<file path="src/rtl/alu_pkg.sv">
// Shared constants for the pipelined ALU: op codes and status-flag bit positions.
package alu_pkg;

  // Codes 000-011 keep the legacy 2-bit encoding; bit 2 selects the newer ops.
  localparam logic [2:0] OP_XOR = 3'b000;
  localparam logic [2:0] OP_ADD = 3'b001;
  localparam logic [2:0] OP_AND = 3'b010;
  localparam logic [2:0] OP_OR  = 3'b011;
  localparam logic [2:0] OP_SUB = 3'b100;
  localparam logic [2:0] OP_SRL = 3'b101;
  localparam logic [2:0] OP_SRA = 3'b110;
  localparam logic [2:0] OP_NOR = 3'b111;

  // Bit positions inside the registered flag vector.
  localparam int unsigned FLAG_ZERO  = 0;
  localparam int unsigned FLAG_CARRY = 1;
  localparam int unsigned FLAG_OVF   = 2;
  localparam int unsigned FLAG_NEG   = 3;
  localparam int unsigned N_FLAGS    = 4;

  // True for the ops that produce meaningful carry/overflow.
  function automatic logic is_arith(logic [2:0] op);
    return (op == OP_ADD) || (op == OP_SUB);
  endfunction

endpackage

</file>
<file path="src/rtl/alu_op_unit.sv">
// Purely combinational ALU datapath: eight ops, carry and signed overflow.
module alu_op_unit
  import alu_pkg::*;
#(
  parameter int unsigned N_BITS  = 32,
  parameter int unsigned SH_BITS = $clog2(N_BITS)
) (
  input  logic [2:0]        op,
  input  logic [N_BITS-1:0] a,
  input  logic [N_BITS-1:0] b,
  output logic [N_BITS-1:0] result,
  output logic              carry,
  output logic              ovf
);

  logic              is_sub;
  logic [N_BITS-1:0] b_eff;
  logic [N_BITS:0]   sum;
  logic [SH_BITS-1:0] sh;
  logic              sum_ovf;

  // Shared adder: SUB is a + ~b + 1 so carry out means "no borrow".
  always_comb begin
    is_sub  = (op == OP_SUB);
    b_eff   = is_sub ? ~b : b;
    sum     = {1'b0, a} + {1'b0, b_eff} + {{N_BITS{1'b0}}, is_sub};
    sum_ovf = (a[N_BITS-1] == b_eff[N_BITS-1]) && (sum[N_BITS-1] != a[N_BITS-1]);
    sh      = b[SH_BITS-1:0];
  end

  // Operation select; carry/ovf only survive for ADD and SUB.
  always_comb begin
    result = '0;
    carry  = 1'b0;
    ovf    = 1'b0;
    unique case (op)
      OP_XOR: result = a ^ b;
      OP_ADD: result = sum[N_BITS-1:0];
      OP_AND: result = a & b;
      OP_OR:  result = a | b;
      OP_SUB: result = sum[N_BITS-1:0];
      OP_SRL: result = a >> sh;
      OP_SRA: result = $unsigned($signed(a) >>> sh);
      OP_NOR: result = ~(a | b);
    endcase
    if (is_arith(op)) begin
      carry = sum[N_BITS];
      ovf   = sum_ovf;
    end
  end

endmodule

</file>
<file path="src/rtl/alu_op_pipe.sv">
// Two-stage valid/ready pipelined ALU: S1 captures operands, S2 registers result and flags.
module alu_op_pipe
  import alu_pkg::*;
#(
  parameter int unsigned N_BITS  = 32,
  parameter int unsigned SH_BITS = $clog2(N_BITS)
) (
  input  logic              clk,
  input  logic              rst_n,
  input  logic              in_valid,
  output logic              in_ready,
  input  logic [2:0]        in_op,
  input  logic [N_BITS-1:0] in_a,
  input  logic [N_BITS-1:0] in_b,
  output logic              out_valid,
  input  logic              out_ready,
  output logic [N_BITS-1:0] out_result,
  output logic              out_zero,
  output logic              out_carry,
  output logic              out_ovf,
  output logic              out_neg
);

  // Stage 1 operand registers.
  logic              s1_valid_q;
  logic [2:0]        s1_op_q;
  logic [N_BITS-1:0] s1_a_q;
  logic [N_BITS-1:0] s1_b_q;

  // Stage 2 (output) registers.
  logic               out_valid_q;
  logic [N_BITS-1:0]  out_result_q;
  logic [N_FLAGS-1:0] flags_q;
  logic [N_FLAGS-1:0] flags_d;

  logic              s1_en;
  logic              s2_en;
  logic [N_BITS-1:0] alu_result;
  logic              alu_carry;
  logic              alu_ovf;

  // Stage enables: a stage may load when empty or when its successor is draining.
  always_comb begin
    s2_en    = !out_valid_q || out_ready;
    s1_en    = !s1_valid_q || s2_en;
    in_ready = s1_en;
  end

  alu_op_unit #(
    .N_BITS  (N_BITS),
    .SH_BITS (SH_BITS)
  ) u_alu (
    .op     (s1_op_q),
    .a      (s1_a_q),
    .b      (s1_b_q),
    .result (alu_result),
    .carry  (alu_carry),
    .ovf    (alu_ovf)
  );

  // Flag vector for the result currently being computed from S1.
  always_comb begin
    flags_d             = '0;
    flags_d[FLAG_ZERO]  = (alu_result == '0);
    flags_d[FLAG_CARRY] = alu_carry;
    flags_d[FLAG_OVF]   = alu_ovf;
    flags_d[FLAG_NEG]   = alu_result[N_BITS-1];
  end

  // Stage 1: capture an accepted beat; a bubble enters when in_valid is low.
  always_ff @(posedge clk or negedge rst_n) begin
    if (!rst_n) begin
      s1_valid_q <= 1'b0;
      s1_op_q    <= '0;
      s1_a_q     <= '0;
      s1_b_q     <= '0;
    end else if (s1_en) begin
      s1_valid_q <= in_valid;
      if (in_valid) begin
        s1_op_q <= in_op;
        s1_a_q  <= in_a;
        s1_b_q  <= in_b;
      end
    end
  end

  // Stage 2: register result and flags; data holds across bubbles and stalls.
  always_ff @(posedge clk or negedge rst_n) begin
    if (!rst_n) begin
      out_valid_q  <= 1'b0;
      out_result_q <= '0;
      flags_q      <= '0;
    end else if (s2_en) begin
      out_valid_q <= s1_valid_q;
      if (s1_valid_q) begin
        out_result_q <= alu_result;
        flags_q      <= flags_d;
      end
    end
  end

  // Output port mapping.
  always_comb begin
    out_valid  = out_valid_q;
    out_result = out_result_q;
    out_zero   = flags_q[FLAG_ZERO];
    out_carry  = flags_q[FLAG_CARRY];
    out_ovf    = flags_q[FLAG_OVF];
    out_neg    = flags_q[FLAG_NEG];
  end

endmodule

</file>
<file path="config.mk">
export PLATFORM = sky130hd
export DESIGN_NAME = alu_op_pipe
export DESIGN_NICKNAME = d
export VERILOG_FILES = /design/src/rtl/alu_pkg.sv /design/src/rtl/alu_op_unit.sv /design/src/rtl/alu_op_pipe.sv
export SDC_FILE = /design/constraint.sdc
export NUM_CORES = 1
export LEC_CHECK = 0
export BUFFER_PORTS_ARGS = -buffer_cell sky130_fd_sc_hd__buf_4
export CORE_ASPECT_RATIO = 0.75
export CORE_UTILIZATION = 50
export CTS_CLUSTER_DIAMETER = 150
export DETAILED_ROUTE_END_ITERATION = 10
export MAX_ROUTING_LAYER = met4
export PLACE_DENSITY = 0.68
export SYNTH_ARGS = -nofsm -noshare
export SYNTH_HDL_FRONTEND = slang
export SYNTH_SLANG_ARGS = --single-unit
</file>
<file path="constraint.sdc">
create_clock -name clk -period 5.21 [get_ports clk]
set_input_delay 1.042 -clock clk [delete_from_list [all_inputs] [get_ports clk]]
set_output_delay 1.042 -clock clk [all_outputs]
set_load 0.01 [all_outputs]
</file>
======== After elaboration in Yosys (flattened, before gate mapping) ========
Cells that the tools add are included.
storage, ports and cells
  logic and storage cells ................. 40
  output and inout bits ................... 38
  input bits .............................. 71
  register bits after elaboration ......... 105
cells by class
  shift operators ......................... 2
  add/sub/neg operators ................... 2
  bitwise operators ....................... 5
  equal/unequal tests ..................... 9
  mux-type cells .......................... 4
  reduce and logical (&&, ||, !) cells .... 11
operators by type and width
  kind                                                              count
  32-bit case mux with 7 select lines                               1
  32-bit NOT                                                        2
  32-bit by 32-bit adder with 33-bit output                         1
  33-bit by 1-bit adder with 33-bit output                          1
  32-bit bitwise AND                                                1
  32-bit zero test                                                  1
  32-bit 2-to-1 mux                                                 1
  32-bit OR                                                         1
  32-bit by 5-bit right shift with 32-bit output                    1
  32-bit by 5-bit >>> shifter with 32-bit output                    1
  32-bit XOR                                                        1
  3-bit == test (second input constant)                             4
  3-bit by 2-bit == test with 1-bit output (second input constant)  2
  2-bit AND reduction                                               2
  3-bit by 1-bit == test with 1-bit output (second input constant)  1
  3-bit zero test                                                   1
  1-bit logical OR                                                  3
  1-bit zero test                                                   2
  1-bit 2-to-1 mux                                                  2
  2-bit OR reduction                                                1
  1-bit == test                                                     1
  1-bit logical AND                                                 1
  1-bit != test                                                     1

======== Logic depth before layout (Yosys ltp) ========
Gate-level depths: netlist of the first run.
  depth in word-level cells ............... 7
  gate-level depth with buffers ........... 18
  mapped depth without buffers ............ 15

======== By module ========
From an unflattened synthesis of the first run, not the netlist that was laid out.
second synthesis, totals
  cells, all modules ...................... 1,237
  area total of the unflattened synthesis .. 10,790.3 um2
modules (own cells, without submodules)
  module       seq. area each (um2)  cells each  times used  area each (um2)
  alu_op_unit  0.0                   1,003       1           6,668.9
  alu_op_pipe  2,602.5               234         1           4,121.5

======== Least setup slack after synthesis of the first run ========
OpenSTA, ideal clock, no wires.
  path kind ............................... register to register
  start point ............................. reg s1_op_q[0]
  end point ............................... reg flags_q[0]
  buffers on the path ..................... 3
  library setup time ...................... 0.092 ns
  cell stages (with the launch flop) ...... 18
  path slack .............................. 0.778 ns
  arrival ................................. 4.340 ns
  clock period less this slack ............ 4.432 ns
  required time ........................... 5.118 ns
  cell sequence ........................... dfrtp_1 > buf_2 > nor3b_1 > clkbuf_1 > buf_1 > mux2i_1 > fa_1 > nor2b_1 > o221a_2 > o21a_1 > a21boi_2 > o21a_1 > and4_1 > or3_1 > or4b_1 > nor4_2 > nand4_1 > o31ai_2
on the way
  cells in the longest elaborated chain, start to end .. 6
  elaborated cells on any way between the ends .. 14
  those cells by class .................... add/sub: 2; eq/ne: 7; mux: 2; reduce/logical: 3
RTL lines
  item                                       line                                  source
  from (decl)                                alu_op_pipe.sv:26                     logic [2:0] s1_op_q;
  from (signal assigned)                     alu_op_pipe.sv:80                     s1_op_q <= in_op;
  3-bit == test                              alu_op_unit.sv:24, alu_op_unit.sv:36
  32-bit 2-to-1 mux                          alu_op_unit.sv:25                     b_eff = is_sub ? ~b : b;
  32-bit by 32-bit adder with 33-bit output  alu_op_unit.sv:26                     sum = {1'b0, a} + {1'b0, b_eff} + {{N_BITS{1'b0}}, is_sub};
  33-bit by 1-bit adder with 33-bit output   alu_op_unit.sv:26
  32-bit case mux with 7 select lines *      alu_op_unit.sv:36                     unique case (op)
  32-bit zero test *                         alu_op_pipe.sv:64                     flags_d[FLAG_ZERO] = (alu_result == '0);
  to (signal assigned)                       alu_op_pipe.sv:97                     flags_q <= flags_d;
  to (decl)                                  alu_op_pipe.sv:33                     logic [N_FLAGS-1:0] flags_q;
Mark *: on every way between the ends. The rest lies on a longest branch, timed or not.
A chain may end at the register's enable or synchronous reset.

======== Worst setup path in the final report of the first run ========
Ends and elaborated chain as after synthesis.

==> metrics.txt, run 1 <==
total gr overflow 0; R2R Setup Slk 0.31 ns; Final Max Tran Viols 0; WP data arrival 5.20 ns; slew at the pin with the worst max-slew slack between 1 and 1.5 ns; RSZ-0062 raised after global routing no; PortBufs 108; RR Startpoint s1_op_q[0]; number of cells on the critical path 15; part of the power in registers 24.6%; n_diodes 0; cell at the slowest stage of the critical path a2111oi_0; synth unique cells 86; Syn Area/Cell around 9 sq um; Synth Instances between 1000 and 1500; Top Ports 109; htree depth 3; yosys warns 0; CTS tree done; Area Overhead vs Synth 13.0%; pwr dens between 400 and 500 nW/um^2; Synth Flop Type dfrtp_1; Post-synth EDFFs 0; required time worst endpoint 5.50 ns; family with the most delay on the worst path compound AO/OA/AOI/OAI gates; Worst-Skew Late Latency 0.38 ns; Hold Crit Class flip-flop to flip-flop; synthesized cell area 10900 sq um; Net Switching 2400 uW; antenna-violating nets left 0; DP Cell Count around 1600; commonest cells in the netlist 104 x dfrtp_1, 102 x ha_1, 102 x mux2_2; CTS Buffer Depth 2; CORE AREA 21200 sq um; sequence of cells on the critical path nor3b_2 -> buf_12 -> xnor2_1 -> ha_1 -> a31o_2 -> a221o_1 -> a31o_2 -> o21a_1 -> xnor2_1 -> o2111ai_1 -> a2111oi_0 -> nand4_1 -> nor4_2 -> nand4_1 -> o31ai_2; DRC violations left 0; largest net degree at the start of global routing 54; Area contributors post-synth dfrtp_1 24%, ha_1 12%, mux2_2 11%; combinational share of power 61.8%; area leader, netlist dfrtp_1; WHS 0.484 ns; P_leak 0.00538 uW; post_cts resized 0; Root Driver clkbuf_16; Post-Layout Cell Count 1572; row cnt 46; all-layer global routing usage 37.0%; switching portion of total power 47.6%; f_max 204 MHz; initial antenna violation count 0; initial drt markers 1173; relative slew slack 21.0%; Starting Density between 50% and 60%; via count 10116; Reg2Reg Depth 15; final hold violation count 0; Post-CTS Setup Bufs 0; CTS Sinks 104; Hold-fix buffers, CTS 0; #FFs+latches synth 104; total CTS buffers 9; Int Pwr 2650 uW; CP peak stage delay 0.82 ns; skew final 0.0145 ns; FFs w/ async S/R, synth 100%; Final nets 1453; DP HPWL 29900 microns; Critical Path Source s1_op_q[0]; status finished, final reports clean; Placer Congestion 1.08; CP Capture Type flip-flop; syn nets 1379; vias in the first global route 9394; wire per inst 24.9 microns; area share of the largest cell type after synthesis a little under a quarter; peak supply drop 0.229 mV; die area 22300 sq um; worst path bufs/invs 1; crit-path max FO 33; CP startpoint kind flip-flop; CP Capture Point flags_q[0]; Final setup viols 0; Seq/Total Area, Yosys about a quarter; Clk pin slew, worst setup/hold paths about 0.080 ns; Die W 172 microns; worst r2r dst flags_q[0]; first-pass GRT wire length 58300 microns; share of cells above drive strength 1 25.2%; Die Y 130 microns; vias per cell 6.44; post-layout min period 4.90 ns; count leader, synth dfrtp_1; Setup TNS Final 0 ns; fin crit share 94.1%; max-cap viol count 0; critical path type flip-flop to flip-flop; total iterations of the first detailed-routing run 5; Routed WL slightly below 40000 microns; Clock power frac around 14%
## metal layers
metal / up-vias / global-route usage (%) / routed length [microns]
li1: 4596 / - / -
met1: 4945 / 51.2 / 17800
met2: 518 / 50.7 / 16100
met3: 57 / 11.9 / 4330
met4: 0 / 11.2 / 953
met5: - / - / 0
## how the worst min path moves through the flow
stage                   start        endpoint  slack [ns]  cells after the start
4_1_cts        out_result[26]  out_result[26]        0.49                      2
2_1_floorplan      s1_b_q[10]      s1_b_q[10]        0.51                      1
5_1_grt         out_result[6]   out_result[6]        0.51                      2
3_5_place_dp   out_result[26]  out_result[26]        0.47                      2
3_3_place_gp   out_result[12]  out_result[12]        0.47                      2
6_report       out_result[12]  out_result[12]        0.48                      2
## power groups by stage
stage | clock network, uW | logic (uW) | registers (uW)
2_1_floorplan | 0 | 2000 | 1210
3_3_place_gp | 0 | 3040 | 1240
3_5_place_dp | 0 | 3030 | 1250
4_1_cts | 697 | 3050 | 1230
5_1_grt | 723 | 3360 | 1260
6_report | 682 | 3120 | 1240
## cells by family (layout without fill, tap and decap cells)
| family | after synthesis | count (layout) | synth area share, % |
|---|---|---|---|
| adders and majority gates | 105 | 105 | 12.1 |
| muxes | 167 | 167 | 20.0 |
| and+or+nand+nor | 279 | 279 | 12.6 |
| xor gates and xnor gates | 64 | 64 | 5.16 |
| buffers and inverters | 164 | 243 | 6.13 |
| DFF | 104 | 104 | 24.0 |
| AOI/OAI and AO/OA | 322 | 322 | 20.0 |
## sequential cells by signal, summed over array words and instances (netlist names)
signal,count
flags_q,3
s1_op_q,3
s1_b_q,32
out_valid,1
s1_valid_q,1
out_result,32
s1_a_q,32
## worst reg2reg max path, stage by stage, from the launching register on
cell and delay (ns):
dfrtp_2 0.41, nor3b_2 0.25, buf_12 0.27, xnor2_1 0.27, ha_1 0.28, a31o_2 0.25, a221o_1 0.43, a31o_2 0.34
o21a_1 0.21, xnor2_1 0.20, o2111ai_1 0.16, a2111oi_0 0.82, nand4_1 0.25, nor4_2 0.31, nand4_1 0.16, o31ai_2 0.23
## layout make-up
cell class	count	area, sq um
Fill cell	1969	8960
Multi-Input combinational cell	937	7610
Sequential cell	104	2610
Timing Repair Buffer	145	1110
Tap cell	288	360
Inverter	82	308
Clock buffer	9	225
Clock inverter	7	56.3
## cells in the final DEF (no fill, tap or decap), types with 12 or more instances in the layout
master / Yosys / final
mux4_2: 29 / 29
mux2_2: 102 / 102
dfrtp_1: 104 / 101
o21ai_0: 75 / 75
xnor2_1: 45 / 45
nand2_1: 87 / 85
nor3_1: 18 / 18
o211ai_1: 12 / 12
xor2_1: 19 / 19
a211oi_1: 17 / 17
a21oi_1: 69 / 69
o22ai_1: 17 / 17
nor2b_1: 16 / 16
a31oi_1: 14 / 14
ha_1: 102 / 102
nor2_1: 73 / 72
nand3_1: 15 / 15
mux2i_1: 33 / 33
inv_1: 79 / 79
nand4_1: 14 / 14
buf_4: 2 / 143
o31ai_1: 12 / 12
## stage by stage
step	utilization, %	power (uW)	worst slack (ns)	instance area (sq um)
after floorplan	-	3210	0.778	10900
after global routing	57.8	5350	0.162	12300
after CTS	57.8	4980	0.488	12300
after global placement	56.5	4290	0.567	12000
final	57.8	5050	0.305	12300
after detailed placement	56.5	4280	0.536	12000
No activity file was read; power rests on OpenSTA's default activity.
==> inputs of run 2 (changes only) <==
Settings changed: CTS_BUF_LIST set to sky130_fd_sc_hd__clkbuf_2 sky130_fd_sc_hd__clkbuf_4 sky130_fd_sc_hd__clkbuf_8.
==> run 2 against run 1 <==
  * Clock power decreased by 25%
  * Largest power group unchanged
  * Critical endpoint unchanged
  * Die area is the same
  * Non-clock buffer count stayed put
  * Sequential power hardly changed
  * Critical path type unchanged
  * Via count hardly changed
  * First-iteration DRC count rose by 0.77%
  * Total power decreased by 3.4%
  * Sequential cell count did not move
  * Clock skew is 0.0095 ns higher
  * Critical path depth is the same
  * Routed wire length hardly changed
==> metrics.txt, run 2 (synthesized netlist as in run 1, its figures left out) <==
CTS tree done; P_leak 0.00533 uW; largest net degree at the start of global routing 54; via count 10117; CP Capture Type flip-flop; worst path bufs/invs 1; CP startpoint kind flip-flop; fin crit share 93.6%; CORE AREA 21200 sq um; DP HPWL 29900 microns; all-layer global routing usage 36.9%; DRC violations left 0; Die W around 170 microns; Post-Layout Cell Count 1572; slew at the pin with the worst max-slew slack 1.18 ns; critical path type flip-flop to flip-flop; hold depth 2; RR Startpoint s1_op_q[0]; CTS Buffer Depth 2; relative slew slack 19.3%; R2R Setup Slk 0.33 ns; family with the most delay on the worst path compound AO/OA/AOI/OAI gates; vias in the first global route between 9000 and 10000; f_max 205 MHz; Root Driver clkbuf_8; Area Overhead vs Synth 12.1%; final core occ 57.3%; first-pass GRT wire length between 50000 and 60000 microns; Fill cells between 1500 and 2000; Routed WL 39100 microns; Final setup viols 0; WP data arrival 5.22 ns; PortBufs 108; Starting Density about half; peak supply drop 0.214 mV; Setup TNS Final 0 ns; sequence of cells on the critical path nor3b_2 -> buf_12 -> xnor2_1 -> ha_1 -> a31o_2 -> a221o_1 -> a31o_2 -> o21a_1 -> xnor2_1 -> o2111ai_1 -> a2111oi_0 -> nand4_1 -> nor4_2 -> nand4_1 -> o31ai_2; Top Ports 109; Worst-Skew Late Latency 0.43 ns; row cnt 46; crit-path max FO 33; die area between 20000 and 25000 sq um; n_diodes 0; required time worst endpoint 5.55 ns; Hold Path Sink out_result[12]; Placer Congestion 1.08; Final nets 1453; Hold-fix buffers, CTS 0; Post-CTS Setup Bufs 0; post_cts resized 0; Reg2Reg Depth 15; most frequent cells in the layout 143 x buf_4, 102 x mux2_2, 102 x ha_1, 101 x dfrtp_1, 85 x nand2_1; max-cap viol count 0; total iterations of the first detailed-routing run 5; htree depth 3; hold_sp out_result[12]; register area 2610 sq um; worst r2r dst flags_q[0]; final hold violation count 0; Die Y around 130 microns; initial drt markers 1182; most common cell after layout, fill and taps aside buf_4; post-layout min period 4.88 ns; share of cells above drive strength 1 25.2%; wire per inst 24.9 microns; Final Max Tran Viols 0; antenna-violating nets left 0; total gr overflow 0; cell at the slowest stage of the critical path a2111oi_0; CTS Sinks 104; DP Cell Count 1556; vias per cell 6.44; status finished, final reports clean; RSZ-0062 raised after global routing no; initial antenna violation count 0; total CTS buffers 9; CP peak stage delay approximately 0.81 ns; Clk pin slew, worst setup/hold paths 0.11 ns; Hold Crit Class flip-flop to flip-flop; pwr dens about 400 nW/um^2; multi-input logic area 7610 sq um; skew final 0.0240 ns
[run 2: through the flow]
step	power, uW	hold WS [ns]	cell area [sq um]	worst slack [ns]
global route	5170	0.518	12200	0.161
finish	4880	0.492	12200	0.331
detailed placement	4280	0.472	12000	0.536
floorplan	3210	0.506	10900	0.778
CTS	4810	0.497	12200	0.486
global placement	4290	0.465	12000	0.567
[run 2: layout make-up]
class,count,area share (%)
Tap cell,288,2.96
Timing Repair Buffer,145,9.15
Clock buffer,9,1.02
Multi-Input combinational cell,937,62.5
Clock inverter,7,0.462
Sequential cell,104,21.4
Inverter,82,2.53
[run 2: how the worst max path moves through the flow]
| stage | start | end | slack (ns) | cells after the start |
|---|---|---|---|---|
| 6_report | s1_op_q[0] | flags_q[0] | 0.33 | 15 |
| 4_1_cts | s1_op_q[0] | flags_q[0] | 0.49 | 15 |
| 5_1_grt | s1_op_q[0] | flags_q[0] | 0.16 | 15 |
| 3_5_place_dp | s1_op_q[0] | flags_q[0] | 0.54 | 15 |
| 2_1_floorplan | s1_op_q[0] | flags_q[0] | 0.78 | 17 |
| 3_3_place_gp | s1_op_q[0] | flags_q[0] | 0.57 | 15 |
[run 2: tightest hold or removal path: stages, from the launching register on]
cell	delay, ns
dfrtp_1	0.36
nand2_1	0.04
o21ai_0	0.06
[run 2: power by group]
part	switching, uW	total [uW]	internal [uW]
logic	1810	3120	1310
registers	242	1240	1000
clock network	332	512	180
total	2380	4880	2490
[run 2: routing by layer]
layer,vias to the layer above,routed length (microns),GRT usage [%]
met5,-,0,-
met3,67,4680,12.1
li1,4579,-,-
met1,4892,17500,50.9
met2,579,16000,50.6
met4,0,994,10.8
==> inputs of run 3 (changes only) <==
Settings changed: REMOVE_ABC_BUFFERS set to 1.
==> run 3 against run 2 <==
  * Cell count increased by 0.19%
  * Fmax decreased by 0.55%
  * Cell area about the same
  * Worst setup slack got worse by 0.027 ns
  * Critical endpoint unchanged
  * Largest power group unchanged
==> metrics.txt, run 3 (synthesized netlist as in run 1, its figures left out) <==
Post-CTS Setup Bufs 0; die area 22300 sq um; htree depth 3; post_cts resized 0; first-pass GRT wire length 57700 microns; vias per cell 6.46; share of cells above drive strength 1 25.3%; Die Y 130 microns; skew final 0.0176 ns; Final Max Tran Viols 0; peak supply drop 0.267 mV; Clk pin slew, worst setup/hold paths 0.11 ns; Placer Congestion 0.990; antenna-violating nets left 0; most frequent cells in the layout 147 x buf_4, 102 x mux2_2, 102 x ha_1, 101 x dfrtp_1, 85 x nand2_1; Die W 172 microns; total iterations of the first detailed-routing run 7; Hold-fix buffers, CTS 0; most common cell after layout, fill and taps aside buf_4; via count ~10000; WP data arrival 5.23 ns; Final setup viols 0; slew at the pin with the worst max-slew slack between 1 and 1.5 ns; all-layer global routing usage 36.3%; RSZ-0062 raised after global routing no; fin crit share 94.2%; Worst-Skew Late Latency 0.42 ns; post-layout min period slightly below 5 ns; PortBufs 108; CTS Sinks 104; CTS Buffer Depth 2; Starting Density 51.2%; critical path type flip-flop to flip-flop; final core occ 57.3%; CP startpoint kind flip-flop; pwr dens around 400 nW/um^2; Top Ports approximately 110; initial drt markers between 1000 and 1500; initial antenna violation count 0; CP Capture Type flip-flop; Root Driver clkbuf_8; Hold Crit Class flip-flop to flip-flop; max-cap viol count 0; P_leak ~0.0053 uW; total CTS buffers 9; vias in the first global route 9312; Area Overhead vs Synth 12.1%; Post-Layout Cell Count 1575; Routed WL 38300 microns; wire per inst 24.3 microns; DRC violations left 0; DP HPWL 28800 microns; final hold violation count 0; CTS tree done; DP Cell Count 1559; required time worst endpoint 5.54 ns; f_max 204 MHz; Final nets roughly 1500; row cnt 46; n_diodes 0; Fill cells 1949; relative slew slack roughly a fifth; CORE AREA 21200 sq um; crit-path max FO a little over 60; status finished, final reports clean; largest net degree at the start of global routing 66; total gr overflow 0; PnR Total Power roughly 4800 uW
[run 3: cell types whose count changed in the layout (fill, tap and decap cells not counted)]
| cell | delta |
|---|---|
| clkbuf_4 | +2 |
| inv_6 | -1 |
| clkinv_4 | -2 |
| inv_8 | -1 |
| buf_4 | +4 |
| buf_12 | -1 |
| clkinvlp_4 | +2 |
[run 3: final cells by class]
type                       instances  area, sq um  area share (%)
clock buffer                      11          139            1.14
clock inverter                     5         33.8           0.277
inverter                          82          308            2.53
multi-input combinational        937         7610            62.5
sequential                       104         2610            21.4
tap                              288          360            2.96
timing repair buffer             148         1120            9.23
[run 3: worst max-delay path, stage by stage (launching register included)]
cell and delay, ns:
dfrtp_2 0.39, buf_4 0.60, nand4bb_1 0.47, nand2_1 0.42
a32oi_1 0.34, nor2_1 0.06, o32ai_1 0.43, o221ai_1 0.34
a2111oi_0 0.58, nand4_1 0.27, nor4_2 0.47, nand4_1 0.18
o31ai_2 0.22
[run 3: routing by layer]
| layer | share of wire [%] | global-route usage [%] | vias up |
|---|---|---|---|
| li1 | - | - | 4595 |
| met4 | 2.3 | 10.2 | 0 |
| met3 | 11 | 10.7 | 51 |
| met5 | 0 | - | - |
| met1 | 45 | 51.1 | 5013 |
| met2 | 41 | 49.6 | 522 |
[run 3: per-stage QoR]
step	hold slack [ns]	setup TNS (ns)	cell area, sq um	setup WS (ns)
after CTS	0.494	0	12200	0.467
after global placement	0.461	0	12000	0.513
after global routing	0.520	0	12200	0.0724
final	0.483	0	12200	0.304
after detailed placement	0.471	0	12000	0.509
after floorplan	0.507	-62.44	10500	-2.85
[run 3: where the power goes]
| group | leakage [uW] | internal, uW | switching, uW |
|---|---|---|---|
| registers | 0.00124 | 1000 | 204 |
| clock network | 0.0000861 | 184 | 298 |
| logic | 0.00401 | 1320 | 1820 |
| total | 0.00534 | 2500 | 2330 |
[run 3: path summary, 6_finish.rpt]
| path | slack [ns] | cells past startpoint | startpoint | endpoint |
|---|---|---|---|---|
| setup / recovery | 0.30 | 12 | s1_op_q[0] | flags_q[0] |
| hold / removal | 0.48 | 2 | out_result[1] | out_result[1] |
| setup reg to reg | 0.30 | 12 | s1_op_q[0] | flags_q[0] |
| hold reg to reg | 0.48 | 2 | out_result[1] | out_result[1] |
| max in group asynchronous | 3.47 | 2 | rst_n | s1_a_q[21] |
| min in group asynchronous | 0.71 | 1 | rst_n | out_result[5] |
